### config.mk
export PLATFORM = sky130hd
export DESIGN_NAME = updown_accum_4bit
export DESIGN_NICKNAME = d
export VERILOG_FILES = /design/src/rtl/updown_accum_4bit.sv
export SDC_FILE = /design/constraint.sdc
export NUM_CORES = 1
export LEC_CHECK = 0
export CORE_ASPECT_RATIO = 2
export CORE_UTILIZATION = 25
export CTS_BUF_LIST = sky130_fd_sc_hd__clkbuf_8
export DETAILED_ROUTE_END_ITERATION = 10
export DONT_BUFFER_PORTS = 1
export SYNTH_ARGS = -nofsm -noshare
export SYNTH_HDL_FRONTEND = slang
export SYNTH_SLANG_ARGS = --single-unit
### constraint.sdc
create_clock -name clk -period 4.83 [get_ports clk]
set_input_delay 0.7245 -clock clk [delete_from_list [all_inputs] [get_ports clk]]
set_output_delay 0.7245 -clock clk [all_outputs]
set_load 0.05 [all_outputs]
### src/rtl/updown_accum_4bit.sv
// Up/down accumulator with load, carry-out and signed-overflow flags.
// Handshaked on both sides: one command per accept/exec/result cycle.
module updown_accum_4bit #(
  parameter int WIDTH = 4
) (
  input  logic             clk,
  input  logic             rst,
  input  logic             in_valid,
  output logic             in_ready,
  input  logic [WIDTH-1:0] b,
  input  logic             m,
  input  logic             ld,
  output logic             out_valid,
  input  logic             out_ready,
  output logic [WIDTH-1:0] acc,
  output logic             cout,
  output logic             ovf
);

  typedef enum logic [1:0] {
    IDLE   = 2'd0,
    EXEC   = 2'd1,
    RESULT = 2'd2
  } state_t;

  state_t state;
  state_t state_next;

  logic             accept;
  logic [WIDTH-1:0] b_p0;
  logic             m_p0;
  logic             ld_p0;
  logic [WIDTH+1:0] alu_p1;

  // Returns {ovf, cout, sum}. Subtract is acc + ~b + 1, so cout=1 means no borrow.
  function automatic logic [WIDTH+1:0] alu_calc(
    input logic [WIDTH-1:0] a,
    input logic [WIDTH-1:0] opnd_b,
    input logic             add,
    input logic             load
  );
    logic [WIDTH-1:0] opnd;
    logic [WIDTH:0]   sum;
    logic             of;
    opnd = add ? opnd_b : ~opnd_b;
    sum  = {1'b0, a} + {1'b0, opnd} + {{WIDTH{1'b0}}, ~add};
    of   = (a[WIDTH-1] == opnd[WIDTH-1]) && (sum[WIDTH-1] != a[WIDTH-1]);
    if (load) begin
      return {2'b00, opnd_b};
    end
    return {of, sum};
  endfunction

  assign in_ready  = (state == IDLE) && !rst;
  assign out_valid = (state == RESULT);
  assign accept    = in_valid && in_ready;
  assign alu_p1    = alu_calc(acc, b_p0, m_p0, ld_p0);

  always_ff @(posedge clk or posedge rst) begin
    if (rst) begin
      state <= IDLE;
    end else begin
      state <= state_next;
    end
  end

  always_comb begin
    state_next = state;
    unique case (state)
      IDLE:    if (accept) state_next = EXEC;
      EXEC:    state_next = RESULT;
      RESULT:  if (out_ready) state_next = IDLE;
      default: state_next = IDLE;
    endcase
  end

  // Stage p0: command capture, only on the accept edge.
  always_ff @(posedge clk) begin
    if (accept) begin
      b_p0  <= b;
      m_p0  <= m;
      ld_p0 <= ld;
    end
  end

  // Stage p1: architectural result, written only in EXEC.
  always_ff @(posedge clk or posedge rst) begin
    if (rst) begin
      acc  <= '0;
      cout <= 1'b0;
      ovf  <= 1'b0;
    end else if (state == EXEC) begin
      acc  <= alu_p1[WIDTH-1:0];
      cout <= alu_p1[WIDTH];
      ovf  <= alu_p1[WIDTH+1];
    end
  end

endmodule

==> reports/summary.txt, run 1 <==
Lkg Pwr: 0.3380 nW
Post-synthesis cell area: 732.0 sq um
Final core utilization: 29.27%
Comb pwr share: 29.7%
Clk slew on worst S/H paths: 0.06 ns
Core area: 0.002770 sq mm
Commonest non-fill, non-tap cell in the layout: nand2_1
Status: finished, final reports clean
Via Count: 450
Synthesized Nets: 77
CTS sink cnt: 14
Root Buffer: clkbuf_8
ANT nets after route: 0
Worst-margin pin slew: 0.8892 ns
Clock group share of total power: 18.7%
# Max-Cap Violations: 0
Pin count of the biggest net entering global routing: 15
Avg Vias per Cell: 4.787
Vias in the first global route: 473
Sequential share of power: 51.6%
Fill count: 292
Syn Area/Cell: 11.62 sq um
Placed Cells: 90
Hold Buf Count CTS: 0
Die height: 78.52 um
Psw: 0.2393 mW
Initial Util: 26.42%
Share of layout cells above drive strength 1: 13.85%
Yosys cell types: 22
Crit-path cells: nor3_2
GPL Wtd Cong: 0.7970
Drt pass-1 iters: 4
Final Hold Viols: 0
Ant diodes: 0
CP Max Fanout: 3
Period utilization: 43.70%
Placed Area: 765.7 sq um
FMAX: 0.4737 GHz
# DRC: 0
Power per cell area: 636.8 mW/mm^2
Delay-heaviest family, CP: simple AND/OR/NAND/NOR gates
Area delta synth->final: 10.77%
1st-iter DRT viols: 6
Die area: 0.003161 sq mm
WP data required: 4.11 ns
Clk_skew: 0.002983 ns
#FFs+latches synth: 14
Die Wd: 40.26 um
Global-route wire length before repair: 2263 um
Cell Int Power: 0.2770 mW
Slew HR: 40.40%
Ports: 18
Cells after Synth: 63
H-tree depth: 1
Worst Path Buf+Inv: 0
Final Hold Slack: 0.3204 ns
Fin cells: 94
Final Max Slew Viols: 0
Sequential-to-total area share from yosys stat: 51.97%
CP peak stage delay: 0.66 ns
CTS buffer count: 3
IO buf count: 0
CP Capture Type: output pin
Setup-failing EPs final: 0
Final HPWL DP: 1010 um
Cell area after layout: 810.8 sq um
Unrepaired setup endpoints after global routing: no
Total track usage: 10.77%
Worst skew pair latency: 0.25 ns
Worst Path Class, Setup: primary input to output pin
Crit path time final: 2.111 ns
# nets final: 80
Arrival time at the worst endpoint: 1.39 ns
WL final: 1310 um
Hold crit path type: primary input to async pin
CP Launch Type: primary input
CTS tree: yes
PostCTS Resize Cnt: 0
Row Count: 27
Clock Tree Buf Depth: 2
Initial antenna violation count: 0
Postcts setup bufs: 0
Grt total ovfl: 0
Maximum VDD drop: 0.0002946 V
Synth Warn #: 0
Setup_tns: 0 ns
Crit-path slowest cell: nor3_2
Commonest cells after routing, fill and taps aside: nand2_1 (9), dfrtp_1 (8), xnor2_1 (6), edfxtp_1 (6)
Routed WL per cell: 13.94 um
Net Sw Frac: 46.35%
[layer usage]
layer | track usage, % | wire, um
met1 | 11.11 | 448
met2 | 16.77 | 729
met3 | 3.390 | 87
met4 | 8.000 | 46
met5 | 0 | 0
[cells in the mapped netlist]
cell type  count  area [sq um]
nand2_1        9         33.78
dfrtp_1        8         200.2
edfxtp_1       6         180.2
xnor2_1        6         52.55
a21oi_1        4         20.02
nor2_1         4         15.01
o21ai_1        4         20.02
ha_1           3         37.54
and2_1         2         12.51
clkbuf_1       2         7.510
inv_1          2         7.510
nand2b_1       2         12.51
nor2b_4        2         27.53
a21o_1         1         7.510
fa_1           1         20.02
mux2i_1        1         10.01
nor3_1         1         5.000
o21ai_0        1         5.000
o31ai_1        1         7.510
o31ai_2        1         12.51
o31ai_4        1         21.27
o41ai_2        1         16.27
[power groups by stage]
| stage | logic (mW) | clock network (mW) | registers, mW |
|---|---|---|---|
| 2_1_floorplan | 0.134 | 0 | 0.259 |
| 3_3_place_gp | 0.149 | 0 | 0.268 |
| 3_5_place_dp | 0.155 | 0 | 0.271 |
| 4_1_cts | 0.156 | 0.100 | 0.268 |
| 5_1_grt | 0.172 | 0.107 | 0.273 |
| 6_report | 0.153 | 0.0966 | 0.266 |
[path summary, 6_finish.rpt]
check                      startpoint       end  slack (ns)  cells after the start
setup reg to reg               acc[0]    acc[2]        2.91                      7
min in group clk            out_ready  state[1]        0.57                      1
hold reg to reg               b_p0[2]    acc[2]        0.59                      2
max in group asynchronous         rst    acc[3]        4.26                      1
setup / recovery                  rst  in_ready        2.72                      1
hold / removal                    rst    acc[0]        0.32                      1
[through the flow]
step	setup WS [ns]	power (mW)
2_1_floorplan	2.275	0.3934
3_3_place_gp	2.705	0.4166
3_5_place_dp	2.703	0.4256
4_1_cts	2.707	0.5239
5_1_grt	2.655	0.5525
6_report	2.719	0.5163
[final cells by class]
cell class                      count  area [sq um]  share of cell area, %
Clock buffer                        3         41.29                  5.093
Clock inverter                      1         3.754                 0.4630
Inverter                            2         7.507                 0.9259
Multi-Input combinational cell     45         341.6                  42.13
Sequential cell                    14         380.4                  46.91
Tap cell                           29         36.28                  4.475
[sequential cells by signal (all words and copies together) (netlist names)]
register  flops
m_p0          1
ovf           1
cout          1
state         2
b_p0          4
ld_p0         1
acc           4
[cells by family (layout without fill, tap and decap cells)]
logic type | after synthesis | in the layout | share of synthesized area [%]
XOR/XNOR | 6 | 6 | 7.179
flip-flops | 14 | 14 | 51.97
adder cells (fa/ha/maj) | 4 | 4 | 7.864
multiplexers | 1 | 1 | 1.368
buffers and inverters | 4 | 6 | 2.052
AND/OR/NAND/NOR | 20 | 20 | 14.53
AO/OA/AOI/OAI | 14 | 14 | 15.04
Power figures use the tool's default switching activity.
==> inputs of run 2 (changes only) <==
==> constraint.sdc (replaced) <==
create_clock -name clk -period 1.8 [get_ports clk]
set_input_delay 0.27 -clock clk [delete_from_list [all_inputs] [get_ports clk]]
set_output_delay 0.27 -clock clk [all_outputs]
set_load 0.05 [all_outputs]
==> reports/summary.txt, run 2 (synthesized netlist as in run 1, its figures left out) <==
Avg Vias per Cell: 4.912
Power per cell area: 1680 mW/mm^2
Most frequent CP cell: xnor2_1
Global-route wire length before repair: 2214 um
Die height: 78.52 um
Maximum VDD drop: 0.0008083 V
Cell area after layout: 879.6 sq um
Setup ws final: 0.06084 ns
Crit-path cells: xnor2_1, ha_1, nand2_1, o31ai_4, xnor2_1, o41ai_2
Final Max Slew Viols: 0
CP Launch Type: register
Core area: 0.002770 sq mm
Hold crit path type: primary input to register
Period utilization: 96.62%
WP data required: 1.94 ns
Commonest cells after routing, fill and taps aside: nand2_1 (9), dfrtp_1 (8), buf_4 (7)
Arrival time at the worst endpoint: 1.88 ns
Clock Tree Buf Depth: 2
# DRC: 0
1st-iter DRT viols: 6
Fill count: 287
Final HPWL DP: 1051 um
Final Hold Viols: 0
# Max-Cap Violations: 0
# nets final: 88
Clk slew on worst S/H paths: 0.05 ns
Placed Area: 803.3 sq um
Via Count: 501
Largest regs: acc: 4 flops, b_p0: 4 flops, state: 2 flops
Die Wd: 40.26 um
Worst Path Class, Setup: register to register
Status: finished, final reports clean
CTS tree: yes
Ant diodes: 0
Worst skew pair latency: 0.24 ns
WL final: 1368 um
Row Count: 27
Pin count of the biggest net entering global routing: 15
CP peak stage delay: 0.45 ns
Fin cells: 102
Root Buffer: clkbuf_8
Share of layout cells above drive strength 1: 24.66%
Clk_skew: 0.001034 ns
Area delta synth->final: 20.17%
CP Max Fanout: 4
Vias in the first global route: 511
Initial antenna violation count: 0
Slew HR: 63.05%
Met2 wire len: 787 um
Lkg Pwr: 0.3729 nW
Crit path time final: 1.739 ns
Met3 WL: 58 um
CP Capture Type: register
Grt total ovfl: 0
H-tree depth: 1
CTS buffer count: 3
Placed Cells: 95
Post-Place Worst Slack: 0.04276 ns
Ports: 18
Die area: 0.003161 sq mm
Routed WL per cell: 13.41 um
Initial Util: 26.42%
Worst-margin pin slew: 0.5542 ns
Commonest non-fill, non-tap cell in the layout: nand2_1
Met1 wire length: 477 um
Total track usage: 10.38%
Crit-path slowest cell: edfxtp_1
CTS sink cnt: 14
ANT nets after route: 0
Setup-failing EPs final: 0
Drt pass-1 iters: 4
IO buf count: 0
Top Metal Used: met4
GPL Wtd Cong: 0.7866
FMAX: 0.5750 GHz
Design Power: 1.478 mW
run 2: cell count changes in the layout (fill, tap and decap cells not counted), sizes merged:
cell,before,now
clkinv,0,1
inv,3,2
buf,0,7
dlygate4sd3,0,1
run 2: path summary, 6_finish.rpt:
path                                start        to  slack (ns)  depth (start not counted)
min in group asynchronous             rst  state[1]        0.44                          2
worst min-delay path            out_ready  state[1]        0.11                          1
worst max register to register       m_p0       ovf        0.06                          6
worst min register to register     acc[1]    acc[1]        0.59                          2
max in group asynchronous             rst    acc[1]        1.11                          2
worst max-delay path                 m_p0       ovf        0.06                          6
run 2: where the power goes:
group / internal (mW) / leakage [nW] / switching (mW)
sequential: 0.408 / 0.157 / 0.135
combinational: 0.258 / 0.193 / 0.422
clock: 0.151 / 0.0231 / 0.103
run 2: per-layer routing:
layer / GRT usage, % / vias to the layer above
li1: - / 237
met1: 10.34 / 247
met2: 16.77 / 13
met3: 2.260 / 4
met4: 8.333 / 0
met5: 0 / -
run 2: layout make-up:
type                            count  area, sq um  area share (%)
Multi-Input combinational cell     45        347.8           39.54
Tap cell                           29        36.28           4.125
Timing Repair Buffer                8        62.56           7.112
Inverter                            2        7.507          0.8535
Sequential cell                    14        380.4           43.24
Clock buffer                        3        41.29           4.694
Clock inverter                      1        3.754          0.4267
run 2: stage by stage:
step / hold WS, ns / setup TNS [ns] / utilization, %
2_1_floorplan: 0.08566 / 0 / -
6_report: 0.1114 / 0 / 31.75
3_5_place_dp: 0.1427 / 0 / 29.00
5_1_grt: 0.1091 / -0.0001044 / 31.75
4_1_cts: 0.1077 / 0 / 30.98
3_3_place_gp: 0.1453 / 0 / 29.00
run 2: worst max-delay path, delay by kind of cell, from the launching register on:
kind | cells | cell delay [ns]
AOI/OAI and AO/OA | 2 | 0.42
xor gates and xnor gates | 2 | 0.28
adders and majority gates | 1 | 0.37
DFF | 1 | 0.45
and+or+nand+nor | 1 | 0.12
run 2: what timing repair did:
| item | 4_1_cts | 5_1_grt |
|---|---|---|
| buffers inserted | 0 | 2 |
| hold buffers | 1 | 0 |
| endpoints found under the hold margin | 8 | 0 |
| setup endpoints to repair | 0 | 4 |
| gates resized for setup | 0 | 2 |
==> inputs of run 3 (changes only) <==
--- a/config.mk
+++ b/config.mk
@@ -10,6 +10,7 @@
 export CTS_BUF_LIST = sky130_fd_sc_hd__clkbuf_8
 export DETAILED_ROUTE_END_ITERATION = 10
 export DONT_BUFFER_PORTS = 1
+export SLEW_MARGIN = 20
 export SYNTH_ARGS = -nofsm -noshare
 export SYNTH_HDL_FRONTEND = slang
 export SYNTH_SLANG_ARGS = --single-unit
==> constraint.sdc (replaced) <==
create_clock -name clk -period 1.8 [get_ports clk]
set_input_delay 0.18 -clock clk [delete_from_list [all_inputs] [get_ports clk]]
set_output_delay 0.18 -clock clk [all_outputs]
set_load 0.05 [all_outputs]
==> results of run 3 <==
Same layout as run 2 (identical final DEF). Status: finished, final reports clean.
Main changes from that run: hold slack 0.1114 ns -> 0.02138 ns
